## src/rtl/miriscv_uart_pkg.sv

```systemverilog
// Shared definitions for the miriscv memory-mapped UART transmitter:
// register offsets, STATUS bit positions and the transmit FSM encoding.
package miriscv_uart_pkg;

    localparam logic [1:0] UART_TXDATA = 2'd0;
    localparam logic [1:0] UART_STATUS = 2'd1;
    localparam logic [1:0] UART_DIV    = 2'd2;

    localparam int STATUS_BUSY  = 0;
    localparam int STATUS_FULL  = 1;
    localparam int STATUS_EMPTY = 2;
    localparam int STATUS_OVF   = 3;

    typedef enum logic [1:0] {
        IDLE  = 2'd0,
        START = 2'd1,
        DATA  = 2'd2,
        STOP  = 2'd3
    } uart_state_e;

    // A programmed divisor of zero behaves as one cycle per bit.
    function automatic logic [15:0] eff_div(input logic [15:0] div);
        return (div == 16'd0) ? 16'd1 : div;
    endfunction

endpackage

```

## src/rtl/miriscv_uart_if.sv

```systemverilog
// Data-memory bus slice seen by the UART peripheral.
// Handshake: req_i is a single-cycle strobe with no ready/stall; every request
// is accepted in the cycle it is asserted, and read data appears on rdata_o
// the following cycle and holds until the next read.
interface miriscv_uart_if;
    logic        req_i;
    logic        we_i;
    logic [3:0]  be_i;
    logic [3:0]  addr_i;
    logic [31:0] wdata_i;
    logic [31:0] rdata_o;

    modport master (output req_i, we_i, be_i, addr_i, wdata_i, input rdata_o);
    modport slave  (input req_i, we_i, be_i, addr_i, wdata_i, output rdata_o);
endinterface

```

## src/rtl/miriscv_sync_fifo.sv

```systemverilog
// Single-clock FIFO with extra-MSB pointers; a push into a full FIFO is
// accepted when a pop happens in the same cycle.
module miriscv_sync_fifo #(
    parameter int WIDTH = 8,
    parameter int DEPTH = 8
) (
    input  logic             clk_i,
    input  logic             rst_n_i,
    input  logic             push_i,
    input  logic [WIDTH-1:0] wdata_i,
    input  logic             pop_i,
    output logic [WIDTH-1:0] rdata_o,
    output logic             full_o,
    output logic             empty_o
);

    localparam int AW = $clog2(DEPTH);
    localparam logic [AW:0] PTR_ONE = {{AW{1'b0}}, 1'b1};

    logic [AW:0]      wptr_q, wptr_d;
    logic [AW:0]      rptr_q, rptr_d;
    logic [WIDTH-1:0] mem_q [DEPTH];
    logic             do_push;
    logic             do_pop;

    assign empty_o = (wptr_q == rptr_q);
    assign full_o  = (wptr_q[AW] != rptr_q[AW]) &&
                     (wptr_q[AW-1:0] == rptr_q[AW-1:0]);
    assign do_pop  = pop_i & ~empty_o;
    assign do_push = push_i & (~full_o | do_pop);
    assign rdata_o = mem_q[rptr_q[AW-1:0]];

    always_comb begin
        wptr_d = wptr_q;
        rptr_d = rptr_q;
        if (do_push) wptr_d = wptr_q + PTR_ONE;
        if (do_pop)  rptr_d = rptr_q + PTR_ONE;
    end

    always_ff @(posedge clk_i or negedge rst_n_i) begin
        if (!rst_n_i) begin
            wptr_q <= '0;
            rptr_q <= '0;
        end else begin
            wptr_q <= wptr_d;
            rptr_q <= rptr_d;
        end
    end

    always_ff @(posedge clk_i) begin
        if (do_push) mem_q[wptr_q[AW-1:0]] <= wdata_i;
    end

endmodule

```

## src/rtl/miriscv_uart_tx.sv

```systemverilog
// Memory-mapped 8N1 UART transmitter: register decode, TX FIFO, baud counter
// and frame FSM. tx_o is registered from the next-state output, so it is glitch-free.
module miriscv_uart_tx
    import miriscv_uart_pkg::*;
#(
    parameter int          FIFO_DEPTH = 8,
    parameter logic [15:0] DIV_RESET  = 16'd1736
) (
    input  logic                  clk_i,
    input  logic                  rst_n_i,
    miriscv_uart_if.slave         bus,
    output logic                  tx_o,
    output logic                  irq_o,
    output uart_state_e           state_o
);

    uart_state_e state_q, state_d;
    logic [15:0] div_q, div_d;
    logic [15:0] cnt_q, cnt_d;
    logic [2:0]  bit_q, bit_d;
    logic [7:0]  sh_q, sh_d;
    logic        ovf_q, ovf_d;
    logic [31:0] rdata_q, rdata_d;
    logic        tx_q, tx_d;
    logic        irq_q, irq_d;

    logic        fifo_push, fifo_pop, fifo_full, fifo_empty;
    logic [7:0]  fifo_rdata;
    logic        wr_en, rd_en;
    logic [1:0]  reg_sel;
    logic [15:0] div_eff;
    logic        bit_done;
    logic [31:0] status;
    logic        unused_bus;

    assign wr_en     = bus.req_i & bus.we_i;
    assign rd_en     = bus.req_i & ~bus.we_i;
    assign reg_sel   = bus.addr_i[3:2];
    assign fifo_push = wr_en && (reg_sel == UART_TXDATA) && bus.be_i[0];
    assign div_eff   = eff_div(div_q);
    assign bit_done  = (cnt_q == 16'd0);
    assign unused_bus = ^{bus.wdata_i[31:16], bus.addr_i[1:0], bus.be_i[3:2]};

    always_comb begin
        status = '0;
        status[STATUS_BUSY]  = (state_q != IDLE);
        status[STATUS_FULL]  = fifo_full;
        status[STATUS_EMPTY] = fifo_empty;
        status[STATUS_OVF]   = ovf_q;
    end

    miriscv_sync_fifo #(
        .WIDTH (8),
        .DEPTH (FIFO_DEPTH)
    ) u_fifo (
        .clk_i   (clk_i),
        .rst_n_i (rst_n_i),
        .push_i  (fifo_push),
        .wdata_i (bus.wdata_i[7:0]),
        .pop_i   (fifo_pop),
        .rdata_o (fifo_rdata),
        .full_o  (fifo_full),
        .empty_o (fifo_empty)
    );

    // Register writes and the registered read port.
    always_comb begin
        div_d   = div_q;
        ovf_d   = ovf_q;
        rdata_d = rdata_q;
        if (fifo_push && fifo_full && !fifo_pop) begin
            ovf_d = 1'b1;
        end else if (wr_en && (reg_sel == UART_STATUS) && bus.be_i[0] &&
                     bus.wdata_i[STATUS_OVF]) begin
            ovf_d = 1'b0;
        end
        if (wr_en && (reg_sel == UART_DIV)) begin
            if (bus.be_i[0]) div_d[7:0]  = bus.wdata_i[7:0];
            if (bus.be_i[1]) div_d[15:8] = bus.wdata_i[15:8];
        end
        if (rd_en) begin
            case (reg_sel)
                UART_STATUS: rdata_d = status;
                UART_DIV:    rdata_d = {16'b0, div_q};
                default:     rdata_d = '0;
            endcase
        end
    end

    // The bit counter reloads from div_eff only at a bit boundary, so a
    // divisor write never stretches or cuts the bit currently on the line.
    always_comb begin
        state_d  = state_q;
        cnt_d    = cnt_q;
        bit_d    = bit_q;
        sh_d     = sh_q;
        fifo_pop = 1'b0;
        case (state_q)
            IDLE: begin
                if (!fifo_empty) begin
                    fifo_pop = 1'b1;
                    sh_d     = fifo_rdata;
                    cnt_d    = div_eff - 16'd1;
                    state_d  = START;
                end
            end
            START: begin
                if (bit_done) begin
                    cnt_d   = div_eff - 16'd1;
                    bit_d   = 3'd0;
                    state_d = DATA;
                end else begin
                    cnt_d = cnt_q - 16'd1;
                end
            end
            DATA: begin
                if (bit_done) begin
                    cnt_d = div_eff - 16'd1;
                    sh_d  = {1'b0, sh_q[7:1]};
                    bit_d = bit_q + 3'd1;
                    if (bit_q == 3'd7) state_d = STOP;
                end else begin
                    cnt_d = cnt_q - 16'd1;
                end
            end
            STOP: begin
                if (bit_done) begin
                    if (!fifo_empty) begin
                        fifo_pop = 1'b1;
                        sh_d     = fifo_rdata;
                        cnt_d    = div_eff - 16'd1;
                        state_d  = START;
                    end else begin
                        state_d = IDLE;
                    end
                end else begin
                    cnt_d = cnt_q - 16'd1;
                end
            end
            default: state_d = IDLE;
        endcase
    end

    always_comb begin
        tx_d = 1'b1;
        case (state_d)
            START:   tx_d = 1'b0;
            DATA:    tx_d = sh_d[0];
            default: tx_d = 1'b1;
        endcase
        irq_d = fifo_empty & (state_q == IDLE);
    end

    always_ff @(posedge clk_i or negedge rst_n_i) begin
        if (!rst_n_i) begin
            state_q <= IDLE;
            div_q   <= DIV_RESET;
            cnt_q   <= '0;
            bit_q   <= '0;
            sh_q    <= '0;
            ovf_q   <= 1'b0;
            rdata_q <= '0;
            tx_q    <= 1'b1;
            irq_q   <= 1'b1;
        end else begin
            state_q <= state_d;
            div_q   <= div_d;
            cnt_q   <= cnt_d;
            bit_q   <= bit_d;
            sh_q    <= sh_d;
            ovf_q   <= ovf_d;
            rdata_q <= rdata_d;
            tx_q    <= tx_d;
            irq_q   <= irq_d;
        end
    end

    assign bus.rdata_o = rdata_q;
    assign tx_o        = tx_q;
    assign irq_o       = irq_q;
    assign state_o     = state_q;

endmodule

```

## src/flat_wrapper.sv

```systemverilog
// flat-port wrapper written by rule: the top's interface ports become plain ports
module miriscv_uart_tx_flat import miriscv_uart_pkg::*;
#(
    parameter int          FIFO_DEPTH = 8,
    parameter logic [15:0] DIV_RESET  = 16'd1736
)
  (clk_i, rst_n_i, tx_o, irq_o, state_o, bus_req_i, bus_we_i, bus_be_i, bus_addr_i, bus_wdata_i, bus_rdata_o);
  miriscv_uart_if bus_i ();
  input  logic clk_i;
  input  logic rst_n_i;
  output logic tx_o;
  output logic irq_o;
  output uart_state_e state_o;
  input wire logic [$bits(bus_i.req_i)-1:0] bus_req_i;
  input wire logic [$bits(bus_i.we_i)-1:0] bus_we_i;
  input wire logic [$bits(bus_i.be_i)-1:0] bus_be_i;
  input wire logic [$bits(bus_i.addr_i)-1:0] bus_addr_i;
  input wire logic [$bits(bus_i.wdata_i)-1:0] bus_wdata_i;
  output wire logic [$bits(bus_i.rdata_o)-1:0] bus_rdata_o;
  assign bus_i.req_i = bus_req_i;
  assign bus_i.we_i = bus_we_i;
  assign bus_i.be_i = bus_be_i;
  assign bus_i.addr_i = bus_addr_i;
  assign bus_i.wdata_i = bus_wdata_i;
  assign bus_rdata_o = bus_i.rdata_o;
  miriscv_uart_tx #(.FIFO_DEPTH(FIFO_DEPTH), .DIV_RESET(DIV_RESET)) u_core (.clk_i(clk_i), .rst_n_i(rst_n_i), .bus(bus_i), .tx_o(tx_o), .irq_o(irq_o), .state_o(state_o));
endmodule
```

## config.mk

```make
export PLATFORM = sky130hd
export DESIGN_NAME = miriscv_uart_tx_flat
export DESIGN_NICKNAME = d
export VERILOG_FILES = /design/src/rtl/miriscv_uart_pkg.sv /design/src/rtl/miriscv_uart_if.sv /design/src/rtl/miriscv_sync_fifo.sv /design/src/rtl/miriscv_uart_tx.sv /design/src/flat_wrapper.sv
export SDC_FILE = /design/constraint.sdc
export NUM_CORES = 1
export LEC_CHECK = 0
export ABC_AREA = 0
export BUFFER_PORTS_ARGS = -buffer_cell sky130_fd_sc_hd__buf_2
export CORE_MARGIN = 5
export CORE_UTILIZATION = 61
export CTS_BUF_LIST = sky130_fd_sc_hd__clkbuf_8
export DETAILED_ROUTE_END_ITERATION = 16
export MAX_ROUTING_LAYER = met4
export PLACE_DENSITY = 0.83
export SLEW_MARGIN = 15
export SYNTH_ARGS = -nofsm -noshare
export SYNTH_HDL_FRONTEND = slang
export SYNTH_HIERARCHICAL = 1
export SYNTH_SLANG_ARGS = --single-unit
```

## constraint.sdc

```tcl
create_clock -name clk_i -period 3.8 [get_ports clk_i]
set_input_delay 0.57 -clock clk_i [delete_from_list [all_inputs] [get_ports clk_i]]
set_output_delay 0.57 -clock clk_i [all_outputs]
set_load 0.01 [all_outputs]
```

==> key figures <==
Outcome
  • Status: completed

Clock tree
  • Clock root buffer: clkbuf_8
  • Post-CTS Hold Fix Bufs: 0
  • Postcts setup bufs: 0
  • CTS Buf Count: 17
  • TritonCTS clock tree: built
  • CTS resizes: 0
  • Htree depth: 4
  • Clk sinks: 136
  • Longest Clk Path Bufs: 2
  • Worst-Skew Late Latency: 450 ps
  • Clk pin slew, worst setup/hold paths: 80 ps

Critical path
  • Setup crit end: u_core/u_fifo/mem_q[3][0]
  • CP Launch Type: register
  • Req. time, crit path: 3880 ps
  • Critical Path AT: around 3600 ps
  • CP Capture Type: register
  • Worst setup path class: register to register
  • R2r setup slk: between 200 and 300 ps
  • Crit-path max FO: 10
  • Critical Path Source: u_core/cnt_q[6]
  • Reg2Reg Depth: 8
  • Worst r2r dst: u_core/u_fifo/mem_q[3][0]
  • Reg-to-Reg Start: u_core/cnt_q[6]

Floorplanning
  • Die Ht: 117.7 um
  • Number of core rows: 39
  • Core area: 11,420 sq um
  • Die X: 117.7 um
  • Die ar.: 13,860 sq um
  • Ports: 80
  • Starting Density: 0.6201

Layout
  • Share of cells above drive strength 1: 0.2422
  • ANT cells: 0
  • Final core utilization: 0.6815
  • Layout Nets: 686
  • Area Growth Syn to Fin: 9.896%

Global route
  • Largest net degree at the start of global routing: 34
  • Vias in the first global route: about 5,000
  • GRT Overall Usage: 0.2345
  • Grt ovf: 0
  • Initial antenna violation count: 0
  • First-pass GRT wire length: 25,210 um

Timing
  • Max Clock Freq: roughly 0.29 GHz
  • Fin crit period: approximately 3500 ps
  • Setup Skew: around 15 ps
  • Period utilisation layout: 0.9213
  • Slew Viols, Final: 0
  • RSZ-0062 raised after global routing: false
  • Final Hold Viols: 0
  • Max-slew headroom: 0.4186
  • Final setup TNS: 0 ps
  • Final setup fails: 0
  • Hold Slack: 210.5 ps
  • Worst slew pin tran: 868.9 ps

Placement
  • Detailed placement HPWL: 10,530 um
  • Port Buf Inserts: 43
  • Gpl congestion: ~0.87

Drt
  • DRC errors left: 0
  • Vias per std cell: 6.263
  • Mean routed wirelength per cell: just under 20 um
  • Initial DRC count: 449
  • Post-Route WL: 15,130 um
  • Final ANT Viol Nets: 0
  • Total number of vias: 4,904
  • Detailed Routing Iterations Pass 1: 5

Synthesis
  • Ys async rst share: 0.5294
  • Synth Flop Type: dfrtp_1
  • Mapped Area: 7081 sq um
  • Post-synthesis average cell area: 12.23 sq um
  • Flops & latches, synth: around 140
  • Ys Warns: 6
  • Library cells used by synthesis: 78
  • Post-Synthesis Cells: 579
  • EDFF count, synth: 64
  • Register area share after synthesis: 0.5271

Pwr
  • Static leakage: 0.003138 uW
  • PwrDens: ~700 nW/um^2
  • VDD IR max: 0.4828 mV

Run
  • Maxcap violations: 0

Hold path
  • HP Class: primary input to async pin
[final cells by class]
type	instances	area (sq um)
flip-flops and latches	136	3732
fillers	821	3637
multi-input cells	398	3074
repair buffers	60	342.8
clock buffers	17	234.0
well taps	143	178.9
clock inverters	15	166.4
inverters	14	52.55
[cells in the final DEF (no fill, tap or decap), types with 6 or more instances in the layout]
| master | netlist | routed |
|---|---|---|
| dfstp_2 | 7 | 7 |
| buf_4 | 16 | 17 |
| inv_1 | 13 | 14 |
| o21ai_0 | 33 | 33 |
| nor3_1 | 18 | 18 |
| xnor2_1 | 16 | 16 |
| clkbuf_8 | 0 | 17 |
| mux2i_1 | 12 | 12 |
| o2bb2ai_1 | 6 | 6 |
| a21oi_1 | 18 | 18 |
| a22o_1 | 10 | 10 |
| conb_1 | 1 | 16 |
| mux2_2 | 21 | 21 |
| xor2_1 | 10 | 10 |
| or4_1 | 6 | 6 |
| nand2_1 | 61 | 61 |
| nor2_1 | 30 | 28 |
| buf_2 | 8 | 43 |
| edfxtp_1 | 64 | 64 |
| mux4_1 | 8 | 8 |
| nor4_1 | 10 | 10 |
| ha_1 | 15 | 15 |
| dfrtp_1 | 65 | 65 |
| mux4_2 | 8 | 8 |
| mux2_4 | 8 | 8 |
[critical path, cell delays in order, from the launching register on]
cell      delay, ps
dfrtp_1         450
nor4_2          510
nand4b_1        280
nor2_1          210
a21oi_1         250
nor3_1          370
buf_4           280
o31ai_2         110
nor2_1          680
[worst min path at each step]
stage / to / startpoint / slack [ps]
global route: u_core/cnt_q[1] / rst_n_i / 240
detailed placement: u_core/bus.rdata_o[9] / u_core/bus.rdata_o[9] / 470
CTS: u_core/cnt_q[1] / rst_n_i / 200
global placement: u_core/bus.rdata_o[13] / u_core/bus.rdata_o[13] / 460
finish: u_core/sh_q[7] / rst_n_i / 210
floorplan: u_core/bit_q[0] / rst_n_i / 270
[flip-flops by register name, indices dropped and copies added (netlist names)]
signal                count
u_core/sh_q               8
u_core/div_q             16
u_core/bit_q              3
u_core/u_fifo/rptr_q      4
u_core/cnt_q             16
u_core/irq_o              1
u_core/state_o            2
u_core/ovf_q              1
u_core/tx_o               1
u_core/u_fifo/wptr_q      4
u_core/u_fifo/mem_q      64
u_core/bus.rdata_o       16
[report_power, final]
| part | leakage, uW | internal, uW | switching (uW) |
|---|---|---|---|
| Sequential | 0.00150 | 1770 | 295 |
| Combinational | 0.00144 | 983 | 1230 |
| Clock | 0.000199 | 596 | 592 |
[kinds of logic after synthesis]
kind of cell               count (synthesis)  synth area share
and+or+nand+nor                          156            0.1106
DFF                                      136            0.5271
muxes                                     59            0.1256
other                                      1         0.0005296
AOI/OAI and AO/OA                        124            0.1255
xor gates and xnor gates                  28           0.03675
buffers and inverters                     60           0.04736
adders and majority gates                 15           0.02651
[cells in the mapped netlist (10+ instances only)]
master | instances | area [sq um]
clkbuf_1 | 16 | 60.06
a22o_1 | 10 | 87.58
mux2i_1 | 12 | 120.1
nand2_1 | 61 | 229.0
o21ai_0 | 33 | 165.2
ha_1 | 15 | 187.7
a21oi_1 | 18 | 90.09
dfrtp_1 | 65 | 1627
buf_4 | 16 | 120.1
xor2_1 | 10 | 87.58
xnor2_1 | 16 | 140.1
edfxtp_1 | 64 | 1922
nor2_1 | 30 | 112.6
nor3_1 | 18 | 90.09
nor4_1 | 10 | 62.56
inv_1 | 13 | 48.80
mux2_2 | 21 | 236.5
[per-stage QoR]
step                      power [uW]  instances  cell area (sq um)  setup WS (ps)
after detailed placement        4263        751               7378          345.1
final                           5469        783               7781          298.9
after floorplan                 3778        594               7137          372.0
after global placement          4152        751               7378          448.8
after CTS                       5460        783               7779          313.0
after global routing            5808        783               7781          2.880
[routing by layer]
metal / vias to the layer above / global-route usage / share of wire
met5: - / - / 0
met4: 0 / 0.06308 / 0.0076
met3: 14 / 0.06872 / 0.068
met2: 179 / 0.3593 / 0.50
met1: 2433 / 0.3096 / 0.42
li1: 2278 / - / -
Note: power is estimated with default switching activity, not from simulation.
